File: src/rtl/sparhixcel_mem_loader_if.sv
// Bundle of the loader's control, byte-stream and memory-write signals.
// master: host/stream side that drives requests and bytes and observes writes.
// slave: the loader itself (sparhixcel_mem_loader).
interface sparhixcel_mem_loader_if #(
    parameter int N_ROWS_ARRAY = 16,
    parameter int LANE_WIDTH   = 8,
    parameter int ADDR_WIDTH   = 16,
    parameter int COUNT_WIDTH  = 17
);
    // transfer control
    logic                               start_i;
    logic                               abort_i;
    logic                               target_i;
    logic [ADDR_WIDTH-1:0]              base_addr_i;
    logic [COUNT_WIDTH-1:0]             num_words_i;
    // byte stream
    logic [LANE_WIDTH-1:0]              s_data_i;
    logic                               s_valid_i;
    logic                               s_ready_o;
    // memory write ports
    logic [N_ROWS_ARRAY*LANE_WIDTH-1:0] wr_data_o;
    logic [ADDR_WIDTH-1:0]              wr_addr_o;
    logic                               wr_feature_ld_o;
    logic                               wr_weight_ld_o;
    // status
    logic                               busy_o;
    logic                               done_o;

    modport master (
        output start_i, abort_i, target_i, base_addr_i, num_words_i, s_data_i, s_valid_i,
        input  s_ready_o, wr_data_o, wr_addr_o, wr_feature_ld_o, wr_weight_ld_o, busy_o, done_o
    );

    modport slave (
        input  start_i, abort_i, target_i, base_addr_i, num_words_i, s_data_i, s_valid_i,
        output s_ready_o, wr_data_o, wr_addr_o, wr_feature_ld_o, wr_weight_ld_o, busy_o, done_o
    );
endinterface

File: src/rtl/sparhixcel_mem_loader.sv
// Packs a byte stream into N_ROWS_ARRAY-lane words and writes them to the feature or weight memory.
// Latency: start -> FILL next cycle; strobe one cycle after last lane byte; done one cycle after final strobe.
// Backpressure: s_ready high only in FILL; s_valid low stalls with all state held; abort returns to IDLE.
// Ports: clk_i, general_rst_ni (async active-low), bus (slave modport of sparhixcel_mem_loader_if).
module sparhixcel_mem_loader #(
    parameter int N_ROWS_ARRAY = 16,
    parameter int LANE_WIDTH   = 8,
    parameter int ADDR_WIDTH   = 16,
    parameter int COUNT_WIDTH  = 17
) (
    input  logic                      clk_i,
    input  logic                      general_rst_ni,
    sparhixcel_mem_loader_if.slave    bus
);
    localparam int WORD_WIDTH = N_ROWS_ARRAY * LANE_WIDTH;
    localparam int LCW        = (N_ROWS_ARRAY > 1) ? $clog2(N_ROWS_ARRAY) : 1;
    localparam logic [LCW-1:0]         LAST_LANE = LCW'(N_ROWS_ARRAY - 1);
    localparam logic [COUNT_WIDTH-1:0] CNT_ONE   = COUNT_WIDTH'(1);

    typedef enum logic [1:0] {IDLE, FILL, WRITE, DONE} state_t;

    state_t                  state, state_nxt;
    logic [WORD_WIDTH-1:0]   lane_buf;
    logic [WORD_WIDTH-1:0]   fill_word;
    logic [LCW-1:0]          lane_cnt;
    logic [COUNT_WIDTH-1:0]  word_cnt;
    logic [COUNT_WIDTH-1:0]  word_cnt_inc;
    logic [COUNT_WIDTH-1:0]  cfg_count;
    logic [ADDR_WIDTH-1:0]   cfg_base;
    logic                    cfg_target;
    logic                    accept;
    logic                    last_lane;
    logic                    last_word;
    logic                    start_ok;

    // A byte offered in an abort cycle is deliberately not taken.
    assign accept       = (state == FILL) && bus.s_valid_i && !bus.abort_i;
    assign last_lane    = (lane_cnt == LAST_LANE);
    assign word_cnt_inc = word_cnt + CNT_ONE;
    assign last_word    = (word_cnt_inc == cfg_count);
    assign start_ok     = (state == IDLE) && bus.start_i && !bus.abort_i;

    assign bus.s_ready_o = (state == FILL);
    assign bus.busy_o    = (state == FILL) || (state == WRITE);
    assign bus.done_o    = (state == DONE);

    // Lane buffer with the incoming byte merged in, so the final byte of a word
    // can be registered straight onto wr_data_o in the same edge.
    always_comb begin
        fill_word = lane_buf;
        for (int k = 0; k < N_ROWS_ARRAY; k++) begin
            if (lane_cnt == LCW'(k)) begin
                fill_word[k*LANE_WIDTH +: LANE_WIDTH] = bus.s_data_i;
            end
        end
    end

    always_ff @(posedge clk_i or negedge general_rst_ni) begin
        if (!general_rst_ni) begin
            state <= IDLE;
        end else begin
            state <= state_nxt;
        end
    end

    always_comb begin
        state_nxt = state;
        if (bus.abort_i) begin
            state_nxt = IDLE;
        end else begin
            unique case (state)
                IDLE:  if (bus.start_i) state_nxt = (bus.num_words_i == '0) ? DONE : FILL;
                FILL:  if (accept && last_lane) state_nxt = WRITE;
                WRITE: state_nxt = last_word ? DONE : FILL;
                DONE:  state_nxt = IDLE;
                default: state_nxt = IDLE;
            endcase
        end
    end

    always_ff @(posedge clk_i or negedge general_rst_ni) begin
        if (!general_rst_ni) begin
            lane_buf            <= '0;
            lane_cnt            <= '0;
            word_cnt            <= '0;
            cfg_count           <= '0;
            cfg_base            <= '0;
            cfg_target          <= 1'b0;
            bus.wr_data_o       <= '0;
            bus.wr_addr_o       <= '0;
            bus.wr_feature_ld_o <= 1'b0;
            bus.wr_weight_ld_o  <= 1'b0;
        end else begin
            // Strobes are single-cycle: only the edge entering WRITE raises them.
            bus.wr_feature_ld_o <= 1'b0;
            bus.wr_weight_ld_o  <= 1'b0;

            if (start_ok) begin
                cfg_target <= bus.target_i;
                cfg_base   <= bus.base_addr_i;
                cfg_count  <= bus.num_words_i;
                lane_cnt   <= '0;
                word_cnt   <= '0;
            end

            if (accept) begin
                lane_buf <= fill_word;
                if (last_lane) begin
                    lane_cnt            <= '0;
                    bus.wr_data_o       <= fill_word;
                    bus.wr_addr_o       <= cfg_base + word_cnt[ADDR_WIDTH-1:0];
                    bus.wr_feature_ld_o <= !cfg_target;
                    bus.wr_weight_ld_o  <= cfg_target;
                end else begin
                    lane_cnt <= lane_cnt + LCW'(1);
                end
            end

            if ((state == WRITE) && !bus.abort_i && !last_word) begin
                word_cnt <= word_cnt_inc;
            end
        end
    end
endmodule

File: src/flat_wrapper.sv
// flat-port wrapper written by rule: the top's interface ports become plain ports
module sparhixcel_mem_loader_flat 
#(
    parameter int N_ROWS_ARRAY = 16,
    parameter int LANE_WIDTH   = 8,
    parameter int ADDR_WIDTH   = 16,
    parameter int COUNT_WIDTH  = 17
)
  (clk_i, general_rst_ni, bus_start_i, bus_abort_i, bus_target_i, bus_base_addr_i, bus_num_words_i, bus_s_data_i, bus_s_valid_i, bus_s_ready_o, bus_wr_data_o, bus_wr_addr_o, bus_wr_feature_ld_o, bus_wr_weight_ld_o, bus_busy_o, bus_done_o);
  sparhixcel_mem_loader_if #(.N_ROWS_ARRAY(N_ROWS_ARRAY), .LANE_WIDTH(LANE_WIDTH), .ADDR_WIDTH(ADDR_WIDTH), .COUNT_WIDTH(COUNT_WIDTH)) bus_i ();
  input  logic clk_i;
  input  logic general_rst_ni;
  input wire logic [$bits(bus_i.start_i)-1:0] bus_start_i;
  input wire logic [$bits(bus_i.abort_i)-1:0] bus_abort_i;
  input wire logic [$bits(bus_i.target_i)-1:0] bus_target_i;
  input wire logic [$bits(bus_i.base_addr_i)-1:0] bus_base_addr_i;
  input wire logic [$bits(bus_i.num_words_i)-1:0] bus_num_words_i;
  input wire logic [$bits(bus_i.s_data_i)-1:0] bus_s_data_i;
  input wire logic [$bits(bus_i.s_valid_i)-1:0] bus_s_valid_i;
  output wire logic [$bits(bus_i.s_ready_o)-1:0] bus_s_ready_o;
  output wire logic [$bits(bus_i.wr_data_o)-1:0] bus_wr_data_o;
  output wire logic [$bits(bus_i.wr_addr_o)-1:0] bus_wr_addr_o;
  output wire logic [$bits(bus_i.wr_feature_ld_o)-1:0] bus_wr_feature_ld_o;
  output wire logic [$bits(bus_i.wr_weight_ld_o)-1:0] bus_wr_weight_ld_o;
  output wire logic [$bits(bus_i.busy_o)-1:0] bus_busy_o;
  output wire logic [$bits(bus_i.done_o)-1:0] bus_done_o;
  assign bus_i.start_i = bus_start_i;
  assign bus_i.abort_i = bus_abort_i;
  assign bus_i.target_i = bus_target_i;
  assign bus_i.base_addr_i = bus_base_addr_i;
  assign bus_i.num_words_i = bus_num_words_i;
  assign bus_i.s_data_i = bus_s_data_i;
  assign bus_i.s_valid_i = bus_s_valid_i;
  assign bus_s_ready_o = bus_i.s_ready_o;
  assign bus_wr_data_o = bus_i.wr_data_o;
  assign bus_wr_addr_o = bus_i.wr_addr_o;
  assign bus_wr_feature_ld_o = bus_i.wr_feature_ld_o;
  assign bus_wr_weight_ld_o = bus_i.wr_weight_ld_o;
  assign bus_busy_o = bus_i.busy_o;
  assign bus_done_o = bus_i.done_o;
  sparhixcel_mem_loader #(.N_ROWS_ARRAY(N_ROWS_ARRAY), .LANE_WIDTH(LANE_WIDTH), .ADDR_WIDTH(ADDR_WIDTH), .COUNT_WIDTH(COUNT_WIDTH)) u_core (.clk_i(clk_i), .general_rst_ni(general_rst_ni), .bus(bus_i));
endmodule
File: config.mk
export PLATFORM = sky130hd
export DESIGN_NAME = sparhixcel_mem_loader_flat
export DESIGN_NICKNAME = d
export VERILOG_FILES = /design/src/rtl/sparhixcel_mem_loader_if.sv /design/src/rtl/sparhixcel_mem_loader.sv /design/src/flat_wrapper.sv
export SDC_FILE = /design/constraint.sdc
export NUM_CORES = 1
export LEC_CHECK = 0
export CAP_MARGIN = 0
export CORE_MARGIN = 1.5
export CORE_UTILIZATION = 51
export CTS_CLUSTER_SIZE = 16
export DETAILED_ROUTE_END_ITERATION = 8
export PLACE_DENSITY = 0.86
export SLEW_MARGIN = 25
export SYNTH_ARGS = -nofsm -noshare
export SYNTH_HDL_FRONTEND = slang
export SYNTH_SLANG_ARGS = --single-unit
File: constraint.sdc
create_clock -name clk_i -period 7.6 [get_ports clk_i]
set_input_delay 1.52 -clock clk_i [delete_from_list [all_inputs] [get_ports clk_i]]
set_output_delay 1.52 -clock clk_i [all_outputs]
set_load 0.005 [all_outputs]
## Word-level counts from Yosys, hierarchy flattened

Index checks and enable logic that the tools add are counted.

| word-level totals | value |
|---|---|
| flip-flop bits (word level) | 331 |
| bits in latches | 0 |
| RAM bits | 0 |
| memory bits (read-only) | 0 |
| input bits | 47 |
| output and inout port bits | 149 |
| logic and storage cells | 84 |
| memories | 0 |

| cells by class | value |
|---|---|
| $add $sub $neg | 3 |
| multiply operators | 0 |
| div/mod/pow operators | 0 |
| magnitude comparators | 0 |
| equality and inequality tests | 21 |
| shifts and indexed selects | 0 |
| multiplexer cells | 31 |
| bitwise gates (word level) | 0 |
| reductions and logical operators | 18 |

Operators by type and width:

| cell | number |
|---|---|
| two-way mux 8 bit | 16 |
| two-way mux 17 bit | 2 |
| == test 4 bit, second input constant | 8 |
| adder 17 x 1 -> 17 bit, second input constant | 1 |
| == test 17 bit | 1 |
| zero test 17 bit | 1 |
| adder 16 bit | 1 |
| == test 4 x 3 -> 1 bit, second input constant | 4 |
| two-way mux 4 bit | 3 |
| two-way mux 2 bit | 5 |
| == test 4 x 2 -> 1 bit, second input constant | 2 |
| one-hot mux 2 bit (4 select lines) | 1 |
| logical AND 1 bit | 7 |
| adder 4 x 1 -> 4 bit, second input constant | 1 |
| == test 2 bit, second input constant | 2 |
| == test 4 x 1 -> 1 bit, second input constant | 1 |
| zero test 4 bit | 1 |
| two-way mux 1 bit | 4 |
| AND reduction 2 bit | 2 |
| nonzero test 2 bit | 2 |
| zero test 1 bit | 3 |
| != test 3 x 2 -> 1 bit, second input constant | 1 |
| != test 3 bit, second input constant | 1 |
| == test 2 x 1 -> 1 bit, second input constant | 1 |
| other kinds (2) | 2 |

## Logic depth before layout (Yosys ltp)

Gate-level depths: netlist of the first run.

| depth | value |
|---|---|
| word-level depth | 7 |
| mapped depth | 12 |
| gate-level depth less buffers | 11 |

## Worst setup path after synthesis of the first run

Ideal clock, no wire load.

| timing | value |
|---|---|
| path type | input to register |
| start point | in bus_s_valid_i |
| end point | reg u_core.lane_buf[100] |
| setup time | 0.125 ns |
| arrival | 2.800 ns |
| required time | 7.475 ns |
| setup slack | 4.675 ns |
| stages | 5 |
| path buffers | 1 |
| cell sequence | nand2_1 > or2_2 > clkbuf_1 > nor2_1 > mux2_2 |

| between the ends | value |
|---|---|
| longest elaborated chain between the ends | 2 |

RTL lines:

| item | RTL line | text |
|---|---|---|
| start: declaration | flat_wrapper.sv:19 | `input wire logic [$bits(bus_i.s_valid_i)-1:0] bus_s_valid_i;` |
| logical AND 1 bit (2 in series) | sparhixcel_mem_loader.sv:37 | `assign accept = (state == FILL) && bus.s_valid_i && !bus.abort_i;` |
| end signal: assignment | sparhixcel_mem_loader.sv:107 | `lane_buf <= fill_word;` |
| end: declaration | sparhixcel_mem_loader.sv:23 | `logic [WORD_WIDTH-1:0] lane_buf;` |

Every way passes these cells.
A chain may end at the register's enable or synchronous reset.

## Worst setup path after layout of the first run

| timing | value |
|---|---|
| start point | in bus_abort_i |
| end point | reg u_core.bus.wr_data_o[22] |

| between the ends | value |
|---|---|
| longest elaborated chain between the ends | 3 |

RTL lines:

| item | RTL line | text |
|---|---|---|
| start: declaration | flat_wrapper.sv:14 | `input wire logic [$bits(bus_i.abort_i)-1:0] bus_abort_i;` |
| zero test 1 bit | sparhixcel_mem_loader.sv:37 |  |
| logical AND 1 bit | sparhixcel_mem_loader.sv:37 |  |
| AND reduction 2 bit (no line) | -- |  |
| end signal: assignment | sparhixcel_mem_loader.sv:110 | `bus.wr_data_o <= fill_word;` |
| end: declaration | sparhixcel_mem_loader_if.sv:36 | `output s_ready_o, wr_data_o, wr_addr_o, wr_feature_ld_o, wr_weight_ld_o, busy_o, done_o` |

Every way passes these cells.

==> summary.md, run 1 <==
| Metric | Value |
|---|---|
| Status | completed |
| Arr. time, crit path | approximately 4.4 ns |
| Leading post-synthesis cells by cell area | dfrtp_1, mux2_2, nand2_1 |
| Power Density | around 250 nW/µm² |
| Vias in the first global route | between 10,000 and 15,000 |
| First-pass GRT wire length | approximately 54,000 µm |
| Die Width | 169 µm |
| CTS tree | yes |
| Crit path required time | ~8.1 ns |
| Worst-Margin Slew | roughly 1.1 ns |
| Postcts setup bufs | 0 |
| Worst-path cell chain | clkdlybuf4s50_1 -> nor2_1 -> nand2_1 -> nor2_4 -> buf_4 -> nand2_1 -> nand2_1 |
| Hpwl dp | roughly 22,000 µm |
| Top-area cell type share of the netlist area | 57.4% |
| Most used DFF post-synth | dfrtp_1 |
| Skew final | 0.0238 ns |
| Warnings, synthesis | 0 |
| Final setup fails | 0 |
| Iter 0 DRT Violations | between 600 and 700 |
| CTS hold repair buffers | 0 |
| Final setup TNS | 0 ns |
| Initial Util | a little over half |
| Dominant cell by count in the synthesized netlist | nand2_1 |
| Post-CTS Resized | 0 |
| H-tree levels | 2 |
| Synth area leader | dfrtp_1 |
| Root Driver | clkbuf_16 |
| Top Ports | slightly below 200 |
| Syn Area/Cell | about 11 µm² |
| Slew HR | 29.0% |
| TritonCTS buffer count | 34 |
| DP Worst Slack | 3.18 ns |
| Clock Tree Buf Depth | 3 |
| Fraction of layout cells with a size suffix above 1 | between 10% and 20% |
| Yosys cell types | between 50 and 60 |
| EDFF count, synth | 0 |
| Crit path largest cell delay | 0.78 ns |
| VDD IR max | 0.000194 V |
| Lkg Pwr | 8.55 nW |
| Sequential area share after synthesis | 57.4% |
| Max-Cap Viols | 0 |
| Die area | between 20,000 and 30,000 µm² |
| CP max FO | 80 |
| Hold Crit Class | reg -> reg |
| Largest net degree at the start of global routing | between 100 and 150 |
| Total track usage | 23.8% |
| Final min period | about 3.9 ns |
| Final nets | between 1,500 and 2,000 |
| Core ar. | about 27,000 µm² |
| Mapped Nets | 1,376 |
| Remaining antenna violation count | 0 |
| Period Utilization, post-route | about half |
| Final hold violations | 0 |
| Synth-to-layout area growth | 23.4% |
| Routed vias | roughly 10,000 |
| Final Max Slew Viols | 0 |
| Critical path type | in -> reg |
| Row count | 60 |
| Asr flop ratio synth | 100% |
| Clock transition at path regs | about 0.06 ns |
| CP Capture Type | flip-flop |
| First drt pass iteration count | 5 |
| Post-synth top cells | nand2_1, dfrtp_1, mux2_2 |
| Number of port buffers | 195 |
| Most frequent CP cell | nand2_1 |
| Worst-skew pair later-pin latency | ~0.52 ns |
| Register bit total from synthesis | between 300 and 400 |
| Number of remaining DRC errors | 0 |
| RSZ-0062 raised after global routing | no |
| Sink Count | 323 |
| Antenna violations before repair | 0 |
| Crit start category | primary input |
| WL final | 33,400 µm |
| Mapped Area | about 14,000 µm² |
| Vias per cell | between 5 and 6 |
| Cells after synthesis | approximately 1,300 |
| Util after Layout | about 64% |
| Fmax | between 200 and 300 MHz |
| Placer Congestion | between 0.8 and 0.9 |
| Routed wire per std cell | between 15 and 20 µm |
| GRT Residual Overflow | 0 |
| Die height | about 170 µm |
| Diode count | 0 |
| Setup ws final | approximately 3.7 ns |
| Slowest CP cell | buf_4 |
[per-stage QoR]
stage | total power [W] | std cells | hold WS, ns | cell area, µm²
after floorplan | 0.00251 | 1304 | 0.412 | 14100
after global placement | 0.00269 | 1771 | 0.439 | 16200
after detailed placement | 0.00274 | 1771 | 0.446 | 16200
after CTS | 0.00440 | 1833 | 0.450 | 17400
after global routing | 0.00457 | 1834 | 0.477 | 17400
final | 0.00438 | 1834 | 0.447 | 17400
[worst paths after layout]
path | start | end | slack (ns) | cells after the start
max | bus_abort_i | u_core.bus.wr_data_o[22] | 3.65 | 7
min | u_core.lane_buf[93] | u_core.bus.wr_data_o[93] | 0.45 | 2
max reg2reg | u_core.word_cnt[0] | u_core.word_cnt[5] | 4.17 | 9
min reg2reg | u_core.lane_buf[93] | u_core.bus.wr_data_o[93] | 0.45 | 2
max in group asynchronous | general_rst_ni | u_core.bus.wr_data_o[110] | 5.40 | 3
min in group asynchronous | general_rst_ni | u_core.bus.wr_data_o[25] | 0.89 | 1
[worst max-delay path, delay by kind of cell]
| family | cells | cell delay [ns] |
|---|---|---|
| buf+inv | 2 | 1.34 |
| simple gates | 5 | 1.53 |
[flip-flops by register name, summed over array words and instances, names as in the netlist]
register,count
u_core.lane_buf,120
u_core.state,2
u_core.cfg_target,1
u_core.bus.wr_weight_ld_o,1
u_core.cfg_base,16
u_core.lane_cnt,4
u_core.word_cnt,17
u_core.bus.wr_feature_ld_o,1
u_core.bus.wr_data_o,128
u_core.cfg_count,17
u_core.bus.wr_addr_o,16
[kinds of logic (layout without fill, tap and decap cells)]
| family | count (synthesis) | after routing | share of synthesized area [%] |
|---|---|---|---|
| AND/OR/NAND/NOR | 516 | 516 | 15.6 |
| flip-flops | 323 | 323 | 57.4 |
| multiplexers | 182 | 182 | 14.4 |
| AO/OA/AOI/OAI | 128 | 128 | 5.74 |
| buffers and inverters | 101 | 290 | 2.85 |
| XOR/XNOR | 29 | 29 | 1.80 |
| adder cells (fa/ha/maj) | 25 | 25 | 2.27 |
[per-layer routing]
layer / routed length, µm / vias to the layer above / GRT usage, %
li1: - / 4719 / -
met5: 0 / - / 0
met4: 1010 / 0 / 8.73
met1: 14100 / 5156 / 30.7
met2: 16700 / 309 / 40.6
met3: 1570 / 70 / 3.78
[power by group]
part	internal [W]	switching [W]	total [W]
combinational	0.000344	0.000361	0.000704
clock	0.000990	0.000671	0.00166
sequential	0.00188	0.000129	0.00201
total	0.00322	0.00116	0.00438
[cell usage in the layout (no fill, tap or decap), types with 23 or more instances in the layout]
master,Yosys,final
dfrtp_1,323,323
ha_1,24,24
clkdlybuf4s50_1,0,192
clkbuf_16,0,34
inv_1,26,26
mux2_2,155,155
nand2_1,386,386
o21ai_0,67,67
nor3_1,23,23
mux2i_1,26,26
nor2_1,29,28
[final cells by class]
cell class / count / area [µm²]
tap: 341 / 427
clock buffer: 52 / 1010
inverter: 26 / 97.6
fill: 2055 / 9650
timing repair buffer: 202 / 2030
multi-input combinational: 880 / 5610
sequential: 323 / 8080
clock inverter: 10 / 123
No activity file was read; power rests on OpenSTA's default activity.
==> run 2: changes to the inputs <==
--- a/config.mk
+++ b/config.mk
@@ -7,10 +7,10 @@
 export LEC_CHECK = 0
 export CAP_MARGIN = 0
 export CORE_MARGIN = 1.5
-export CORE_UTILIZATION = 51
+export CORE_UTILIZATION = 50
 export CTS_CLUSTER_SIZE = 16
 export DETAILED_ROUTE_END_ITERATION = 8
-export PLACE_DENSITY = 0.86
+export PLACE_DENSITY = 0.88
 export SLEW_MARGIN = 25
 export SYNTH_ARGS = -nofsm -noshare
 export SYNTH_HDL_FRONTEND = slang
==> constraint.sdc (replaced) <==
create_clock -name clk_i -period 3.2 [get_ports clk_i]
set_input_delay 0.64 -clock clk_i [delete_from_list [all_inputs] [get_ports clk_i]]
set_output_delay 0.64 -clock clk_i [all_outputs]
set_load 0.005 [all_outputs]
==> run 2 against run 1 <==
  * Count of clock-buffer cells in the layout fell by 2
  * Hold slack worse by 0.32 ns
  * Largest cell class unchanged
  * Combinational power increased by 140%
  * Die area grew 2.0%
  * Power up 140%
  * First-iteration DRC count is 26% higher
  * Flip-flop and latch count is the same
  * Core utilization down 0.61 points
  * Final cell count grew 3.2%
  * Routed wire length grew 3.7%
  * Via count grew 1.8%
  * Global-route usage up 0.36 points
==> summary.md, run 2 (synthesized netlist as in run 1, its figures left out) <==
| Metric | Value |
|---|---|
| Biggest regs | u_core.bus.wr_data_o: 128 flops, u_core.lane_buf: 120 flops (unchanged) |
| Fraction of layout cells with a size suffix above 1 | 17.1% (was 15.9%) |
| Arr. time, crit path | 3.34 ns (was 4.40 ns) |
| Overall Power | 0.0106 W (was 0.00438 W) |
| Hpwl dp | 22,700 µm (was 21,900 µm) |
| GRT Residual Overflow | 0 (unchanged) |
| Fmax | around 340 MHz |
| Highest-count cells in the layout ignoring fill and taps | nand2_1, dfrtp_1, clkdlybuf4s50_1, mux2_2, o21ai_0 (unchanged) |
| Clock transition at path regs | 0.06 ns (about the same) |
| Critical path type | reg -> reg (was in -> reg) |
| Worst-Margin Slew | 1.07 ns (was 1.06 ns) |
| Post-CTS Resized | 0 (unchanged) |
| First drt pass iteration count | 5 (unchanged) |
| Most common library cell in the layout ignoring fill and taps | nand2_1 (unchanged) |
| Setup ws final | 0.226 ns (was 3.65 ns) |
| Die Width | 171 µm (was 169 µm) |
| Util after Layout | 63.7% (was 64.3%) |
| Final setup fails | 0 (unchanged) |
| Reg2reg start | u_core.word_cnt[2] (was u_core.word_cnt[0]) |
| R2r setup slk | 0.23 ns (was 4.17 ns) |
| Vias in the first global route | 10,464 (was 10,305) |
| Core ar. | 27,800 µm² (was 27,000 µm²) |
| Sink Count | 323 (unchanged) |
| Root Driver | clkbuf_16 (unchanged) |
| Total track usage | 24.1% (was 23.8%) |
| Final Max Slew Viols | 0 (unchanged) |
| Skew final | 0.0191 ns (was 0.0238 ns) |
| Hold Crit Class | in -> async (was reg -> reg) |
| DP Worst Slack | 0.269 ns (was 3.18 ns) |
| Placer Congestion | 0.857 (was 0.860) |
| Iter 0 DRT Violations | 870 (was 693) |
| Top Ports | 196 (unchanged) |
| Final min period | ~3 ns |
| Remaining antenna violation count | 0 (unchanged) |
| Period Utilization, post-route | ~93% |
| Routed wire per std cell | 18.3 µm (was 18.2 µm) |
| Synth-to-layout area growth | 25.6% (was 23.4%) |
| Diode count | 0 (unchanged) |
| Vias per cell | 5.52 (was 5.59) |
| Final setup TNS | 0 ns (unchanged) |
| TritonCTS buffer count | 34 (unchanged) |
| CP Capture Type | flip-flop (unchanged) |
| R2R depth | 9 (unchanged) |
| Worst-skew pair later-pin latency | 0.51 ns (was 0.52 ns) |
| Postcts setup bufs | 0 (unchanged) |
| Final nets | 1,563 (was 1,539) |
| CP max FO | 11 (was 80) |
| Crit start category | flip-flop (was primary input) |
| Die height | 171 µm (was 169 µm) |
| Worst Hold Slack | 0.130 ns (was 0.447 ns) |
| Largest Register | u_core.bus.wr_data_o (unchanged) |
| Clock Tree Buf Depth | 3 (unchanged) |
| Final hold violations | 0 (unchanged) |
| Crit path required time | 3.57 ns (was 8.06 ns) |
| CTS tree | yes (unchanged) |
| R2R Path End | u_core.bus.wr_addr_o[15] (was u_core.word_cnt[5]) |
| Row count | 61 (was 60) |
| Number of remaining DRC errors | 0 (unchanged) |
| RSZ-0062 raised after global routing | no (unchanged) |
| CTS hold repair buffers | 0 (unchanged) |
| First-pass GRT wire length | 55,200 µm (was 54,000 µm) |
| Slew HR | 28.4% (was 29.0%) |
| Number of port buffers | 195 (unchanged) |
| VDD IR max | 0.000389 V (was 0.000194 V) |
| Max-Cap Viols | 0 (unchanged) |
| Initial Util | 50.7% (was 52.1%) |
| Antenna violations before repair | 0 (unchanged) |
| Status | completed (unchanged) |
| Die area | 29,200 µm² (was 28,600 µm²) |
| Routed vias | 10,440 (was 10,254) |
| H-tree levels | 2 (unchanged) |
| Max reg flops | 128 (unchanged) |
| WL final | 34,700 µm (was 33,400 µm) |
| Lkg Pwr | 8.70 nW (was 8.55 nW) |
| Power Density | 600 nW/µm² (was 252 nW/µm²) |
| Largest net degree at the start of global routing | 128 (was 140) |
run 2: cell types whose count changed in the layout (fill, tap and decap cells not counted), sizes merged:
| cell | change |
|---|---|
| buf | +22 |
| bufinv | +2 |
| clkbuf | -2 |
| clkdlybuf4s50 | +2 |
| clkinv | -1 |
| clkinvlp | +1 |
| inv | -2 |
run 2: how the worst max path moves through the flow:
stage                                to  slack [ns]                from
2_1_floorplan        u_core.word_cnt[8]        0.39  u_core.word_cnt[0]
3_3_place_gp         u_core.word_cnt[2]        0.29  u_core.word_cnt[2]
3_5_place_dp         u_core.word_cnt[7]        0.27  u_core.word_cnt[2]
4_1_cts              u_core.word_cnt[5]        0.28  u_core.word_cnt[2]
5_1_grt        u_core.bus.wr_addr_o[15]        0.07  u_core.word_cnt[2]
6_report       u_core.bus.wr_addr_o[15]        0.23  u_core.word_cnt[2]
run 2: report_power, final:
group,switching (W),internal [W]
Clock,0.00161,0.00251
Sequential,0.000309,0.00447
Combinational,0.000878,0.000836
run 2: final cells by class:
type	instances	area, µm²
fillers	2085	10100
flip-flops and latches	323	8080
multi-input cells	880	5610
repair buffers	226	2250
clock buffers	50	1000
well taps	378	473
clock inverters	10	179
inverters	26	97.6
run 2: per-stage QoR:
| step | area [µm²] | instances |
|---|---|---|
| final | 17700 | 1893 |
| after global routing | 17700 | 1893 |
| after CTS | 17700 | 1893 |
| after detailed placement | 16500 | 1833 |
| after global placement | 16500 | 1833 |
| after floorplan | 14100 | 1304 |
run 2: critical path, cell delays in order, from the launching register on:
cell and delay [ns]:
dfrtp_1 0.54, ha_1 0.34, o21ai_0 0.24, o21bai_1 0.17, o211ai_1 0.33, a31oi_1 0.20
and4_1 0.26, a2111oi_0 0.46, xnor2_1 0.18, o21ai_0 0.11
run 2: routing by layer:
layer | vias up | part of all wire [%] | wire [µm] | global-route usage [%]
li1 | 4761 | - | - | -
met1 | 5234 | 42 | 14500 | 30.8
met2 | 362 | 49 | 17000 | 41.1
met3 | 83 | 5.8 | 2020 | 4.60
met4 | 0 | 3.2 | 1100 | 8.89
met5 | - | 0 | 0 | 0
==> run 3: changes to the inputs <==
--- a/config.mk
+++ b/config.mk
@@ -8,6 +8,7 @@
 export CAP_MARGIN = 0
 export CORE_MARGIN = 1.5
 export CORE_UTILIZATION = 50
+export CTS_BUF_LIST = sky130_fd_sc_hd__clkbuf_16
 export CTS_CLUSTER_SIZE = 16
 export DETAILED_ROUTE_END_ITERATION = 8
 export PLACE_DENSITY = 0.88
==> run 3 against run 2 <==
  * Global-route usage is essentially flat
  * Combinational power is essentially flat
  * Core utilization shrank 0.25 points
  * Hold slack gained 0.0052 ns
  * Maximum frequency grew 2.1%
  * Final cell count is the same
  * Sequential power is essentially flat
  * Critical path type unchanged
  * Largest cell class unchanged
  * First-iteration DRC count shrank 2.5%
  * Clock skew shrank 0.0049 ns
  * Design area shrank 0.40%
  * Clock power shrank 5.1%
==> summary.md, run 3 (synthesized netlist as in run 1, its figures left out) <==
| Metric | Value |
|---|---|
| Number of port buffers | 195 (unchanged) |
| Final min period | 2.91 ns (was 2.97 ns) |
| Most common library cell in the layout ignoring fill and taps | nand2_1 (unchanged) |
| Crit start category | flip-flop (unchanged) |
| Synth-to-layout area growth | 25.1% (was 25.6%) |
| CTS hold repair buffers | 0 (unchanged) |
| Crit-path leading delay family | simple AND/OR/NAND/NOR gates (was compound AO/OA/AOI/OAI gates) |
| Placed cell areas | 16,500 µm² (unchanged) |
| Slew HR | 27.9% (was 28.4%) |
| Critical path type | reg -> reg (unchanged) |
| Largest Register | u_core.bus.wr_data_o (unchanged) |
| CP max FO | 15 (was 11) |
| Crit path required time | 3.58 ns (was 3.57 ns) |
| RSZ-0062 raised after global routing | no (unchanged) |
| First drt pass iteration count | 5 (unchanged) |
| Routed vias | 10,473 (was 10,440) |
| Worst-Margin Slew | 1.08 ns (was 1.07 ns) |
| Initial Util | 50.7% (unchanged) |
| Root Driver | clkbuf_16 (unchanged) |
| R2R Path End | u_core.word_cnt[8] (was u_core.bus.wr_addr_o[15]) |
| Die area | 29,200 µm² (unchanged) |
| Max-Cap Viols | 0 (unchanged) |
| Final Max Slew Viols | 0 (unchanged) |
| Routed wire per std cell | 18.3 µm (about the same) |
| Core ar. | 27,800 µm² (unchanged) |
| Remaining antenna violation count | 0 (unchanged) |
| Highest-count cells in the layout ignoring fill and taps | nand2_1, dfrtp_1, clkdlybuf4s50_1, mux2_2, o21ai_0 (unchanged) |
| Worst-skew pair later-pin latency | 0.51 ns (about the same) |
| Lkg Pwr | 8.69 nW (was 8.70 nW) |
| R2r setup slk | 0.29 ns (was 0.23 ns) |
| WP buf/inv | 1 (was 0) |
| Post-CTS Resized | 0 (unchanged) |
| Final nets | 1,563 (unchanged) |
| Setup ws final | 0.288 ns (was 0.226 ns) |
| Slowest CP cell | or4_1 (was dfrtp_1) |
| WL final | 34,600 µm (was 34,700 µm) |
| Row count | 61 (unchanged) |
| Hpwl dp | 22,700 µm (unchanged) |
| Final setup TNS | 0 ns (unchanged) |
| CTS tree | yes (unchanged) |
| Clock Tree Buf Depth | 3 (unchanged) |
| VDD IR max | 0.000391 V (was 0.000389 V) |
| Fraction of layout cells with a size suffix above 1 | 16.6% (was 17.1%) |
| Final hold violations | 0 (unchanged) |
| Hold Crit Class | in -> async (unchanged) |
| Util after Layout | 63.4% (was 63.7%) |
| Antenna violations before repair | 0 (unchanged) |
| Die Width | 171 µm (unchanged) |
| Final instance area | 17,600 µm² (was 17,700 µm²) |
| Max reg flops | 128 (unchanged) |
| Crit path largest cell delay | 0.65 ns (was 0.54 ns) |
| Number of remaining DRC errors | 0 (unchanged) |
| Largest net degree at the start of global routing | 128 (unchanged) |
| Status | completed (unchanged) |
| Iter 0 DRT Violations | 848 (was 870) |
| Fmax | 343 MHz (was 336 MHz) |
| Worst-path cell chain | nand4_2 -> or4_1 -> mux2i_1 -> o2111ai_1 -> a311oi_2 -> nand2_4 -> buf_4 -> nand4_1 -> o211ai_2 (was ha_1 -> o21ai_0 -> o21bai_1 -> o211ai_1 -> a31oi_1 -> and4_1 -> a2111oi_0 -> xnor2_1 -> o21ai_0) |
| Clock transition at path regs | 0.06 ns (about the same) |
| Total track usage | 24.1% (about the same) |
| Diode count | 0 (unchanged) |
| GRT Residual Overflow | 0 (unchanged) |
| CP Capture Type | flip-flop (unchanged) |
| Vias in the first global route | 10,475 (was 10,464) |
| Period Utilization, post-route | 91.0% (was 92.9%) |
| Die height | 171 µm (unchanged) |
| Skew final | 0.0142 ns (was 0.0191 ns) |
| Biggest regs | u_core.bus.wr_data_o: 128 flops, u_core.lane_buf: 120 flops (unchanged) |
| Placer Congestion | 0.857 (unchanged) |
| R2R depth | 9 (unchanged) |
| Power Density | 591 nW/µm² (was 600 nW/µm²) |
| Reg2reg start | u_core.word_cnt[2] (unchanged) |
| Sink Count | 323 (unchanged) |
| Cell total after placement | 1,833 (unchanged) |
| TritonCTS buffer count | 34 (unchanged) |
| H-tree levels | 2 (unchanged) |
| Top Ports | 196 (unchanged) |
| Arr. time, crit path | 3.29 ns (was 3.34 ns) |
| Final setup fails | 0 (unchanged) |
| Vias per cell | 5.53 (was 5.52) |
| Fill cells | 2,096 (was 2,085) |
| DP Worst Slack | 0.269 ns (unchanged) |
| Non-filler cells, final | 1,893 (unchanged) |
| Postcts setup bufs | 0 (unchanged) |
| First-pass GRT wire length | 55,200 µm (about the same) |
| WP depth | 9 (unchanged) |
[run 3: cell types whose count changed in the layout (fill, tap and decap cells not counted), sizes merged]
| cell | change |
|---|---|
| clkbuf | -15 |
| inv | +8 |
| clkinv | +7 |
[run 3: stage by stage]
stage	power [W]	hold WS [ns]
2_1_floorplan	0.00597	0.344
3_3_place_gp	0.00644	0.426
4_1_cts	0.0105	0.151
6_report	0.0104	0.135
5_1_grt	0.0108	0.176
3_5_place_dp	0.00653	0.446
[run 3: worst register-to-register path, delay by kind of cell, from the launching register on]
family	cells	cell delay (ns)
mux	1	0.23
buf+inv	1	0.21
compound gates	3	0.68
simple gates	4	1.13
flops	1	0.54
[run 3: cell type report]
class / count / area [µm²] / area share [%]
Tap cell: 378 / 473 / 2.68
Sequential cell: 323 / 8080 / 45.9
Timing Repair Buffer: 226 / 2250 / 12.8
Inverter: 26 / 97.6 / 0.554
Multi-Input combinational cell: 880 / 5610 / 31.8
Clock buffer: 35 / 876 / 4.97
Clock inverter: 25 / 235 / 1.33
[run 3: per-layer routing]
metal	global-route usage (%)	share of wire [%]	vias up
li1	-	-	4770
met1	30.7	42	5246
met2	40.9	49	364
met3	4.53	5.8	93
met4	9.08	3.4	0
met5	0	0	-
[run 3: how the worst max path moves through the flow]
| stage | startpoint | to | slack, ns |
|---|---|---|---|
| after floorplan | u_core.word_cnt[0] | u_core.word_cnt[8] | 0.39 |
| after global placement | u_core.word_cnt[2] | u_core.word_cnt[2] | 0.29 |
| after detailed placement | u_core.word_cnt[2] | u_core.word_cnt[7] | 0.27 |
| after CTS | u_core.word_cnt[2] | u_core.word_cnt[5] | 0.28 |
| after global routing | u_core.word_cnt[2] | u_core.word_cnt[4] | 0.1 |
| final | u_core.word_cnt[2] | u_core.word_cnt[8] | 0.29 |
[run 3: power by group]
group | internal (W) | switching (W) | leakage [nW]
clock network | 0.00232 | 0.00159 | 0.568
logic | 0.000836 | 0.000884 | 3.71
registers | 0.00447 | 0.000306 | 4.41
==> edit: new RTL, flow settings as in run 3 <==
`N_ROWS_ARRAY` is set to 16 in 3 places; all go to 32.
--- a/src/rtl/sparhixcel_mem_loader_if.sv
+++ b/src/rtl/sparhixcel_mem_loader_if.sv
@@ -2,7 +2,7 @@
 // master: host/stream side that drives requests and bytes and observes writes.
 // slave: the loader itself (sparhixcel_mem_loader).
 interface sparhixcel_mem_loader_if #(
-    parameter int N_ROWS_ARRAY = 16,
+    parameter int N_ROWS_ARRAY = 32,
     parameter int LANE_WIDTH   = 8,
     parameter int ADDR_WIDTH   = 16,
     parameter int COUNT_WIDTH  = 17
--- a/src/rtl/sparhixcel_mem_loader.sv
+++ b/src/rtl/sparhixcel_mem_loader.sv
@@ -3,7 +3,7 @@
 // Backpressure: s_ready high only in FILL; s_valid low stalls with all state held; abort returns to IDLE.
 // Ports: clk_i, general_rst_ni (async active-low), bus (slave modport of sparhixcel_mem_loader_if).
 module sparhixcel_mem_loader #(
-    parameter int N_ROWS_ARRAY = 16,
+    parameter int N_ROWS_ARRAY = 32,
     parameter int LANE_WIDTH   = 8,
     parameter int ADDR_WIDTH   = 16,
     parameter int COUNT_WIDTH  = 17
--- a/src/flat_wrapper.sv
+++ b/src/flat_wrapper.sv
@@ -1,7 +1,7 @@
 // flat-port wrapper written by rule: the top's interface ports become plain ports
 module sparhixcel_mem_loader_flat 
 #(
-    parameter int N_ROWS_ARRAY = 16,
+    parameter int N_ROWS_ARRAY = 32,
     parameter int LANE_WIDTH   = 8,
     parameter int ADDR_WIDTH   = 16,
     parameter int COUNT_WIDTH  = 17
Ports: changed (resized bus_wr_data_o); port bits go from 196 to 324. No check against the original RTL was run, so the function may have changed too.
==> edit against run 3 <==
- core utilization down 0.95 points
- wire length up 98%
- clock power up 65%
- sequential cell count up 257
- area after synthesis up 83%
- first-iteration DRC count up 56%
- clock skew up 12 ps
- total power up 62%
- via count up 80%
- final area up 82%
- sequential power up 69%
- worst setup slack worse by 60 ps
- sequential share of layout area down 0.49 points
- critical endpoint is now u_core.word_cnt[1]$_DFFE_PN0P_
==> edit: results (changes against run 3) <==
| Metric | Value |
|---|---|
| Outcome | `complete, no violations` |
| Library cells used by synthesis | `63 (+13%)` |
| Count of buffers from port buffering | `323 (+66%)` |
| CTS Buf Count | `58 (+71%)` |
| Vias in the first global route | `19504 (+86%)` |
| Layout cell share with drive strength beyond 1 | `0.186 (+0.0197)` |
| DR iter-0 viols | `1323 (+56%)` |
| Insertion delay to the later sink of the worst-skew pair | `640 ps (+130 ps)` |
| Largest regs | `u_core.bus.wr_data_o (256), u_core.lane_buf (248)` |
| Via density | `5.75 (+3.9%)` |
| Mux contribution to synthesized area | `0.221 (+0.0767)` |
| Met3 wire length | `4.39 mm (+120%)` |
| RD Place Congestion | `0.908 (+5.9%)` |
| Leakage Power | `14.9 nW (+72%)` |
| Synth cell count leaders | `dfrtp_1, nand2_1, mux2_2, o21ai_0, mux2i_1` |
| M1 GR Usage | `0.323 (+0.0159)` |
| Worst slew margin | `0.353 (+0.0746)` |
| Switch Pwr | `0.00457 W (+64%)` |
| Peak VDD IR | `494 uV (+26%)` |
| Net Count, Synth | `2313 (+68%)` |
| GR Util All Layers | `0.258 (+0.0172)` |
| Final #Nets | `2624 (+68%)` |
| Flop pwr share | `0.479 (+0.020)` |
| Syn Area/Cell | `11.5 sq um (+6.8%)` |
| Global-route wire length before repair | `108 mm (+95%)` |
| Finished Layout Cells | `3276 (+73%)` |
| Part of the Yosys area used for sequential elements | `0.562 (-0.0119)` |
==> edit: cell count changes in the layout (fill, tap and decap cells not counted), sizes merged, moves of 20 or more <==
cell           delta
buf              +73
dfrtp           +257
mux2            +128
clkdlybuf4s50   +120
o21ai           +208
clkbuf           +23
nand2            -50
mux2i           +224
nor2             +20
==> edit: what timing repair did <==
item,4_1_cts,5_1_grt
gates resized for setup,0,1
endpoints found under the setup margin,0,1
hold buffers,0,0
==> edit: worst paths after layout <==
path | end | startpoint
min in group clk_i | u_core.bus.wr_data_o[157]$_DFFE_PN0P_ | u_core.bus.wr_data_o[157]$_DFFE_PN0P_
setup reg to reg | u_core.word_cnt[1]$_DFFE_PN0P_ | u_core.word_cnt[5]$_DFFE_PN0P_
max in group asynchronous | u_core.bus.wr_data_o[213]$_DFFE_PN0P_ | general_rst_ni
hold reg to reg | u_core.bus.wr_data_o[157]$_DFFE_PN0P_ | u_core.bus.wr_data_o[157]$_DFFE_PN0P_
setup / recovery | u_core.word_cnt[1]$_DFFE_PN0P_ | u_core.word_cnt[5]$_DFFE_PN0P_
hold / removal | u_core.bus.wr_data_o[83]$_DFFE_PN0P_ | general_rst_ni
==> edit: through the flow <==
step	setup slack (ps)	util	area (sq um)	hold WS, ps
after floorplan	541	-	25800	344
after global placement	383	0.590	30200	461
after CTS	251	0.625	32000	51.8
after global routing	1.02	0.625	32000	80.1
final	228	0.625	32000	37.7
after detailed placement	280	0.590	30200	470
==> edit: final cells by class <==
type | instances | area [sq um]
Timing Repair Buffer | 419 | 4180
Inverter | 30 | 113
Fill cell | 3742 | 19200
Sequential cell | 580 | 14500
Multi-Input combinational cell | 1461 | 10500
Tap cell | 680 | 851
Clock inverter | 48 | 337
Clock buffer | 58 | 1450
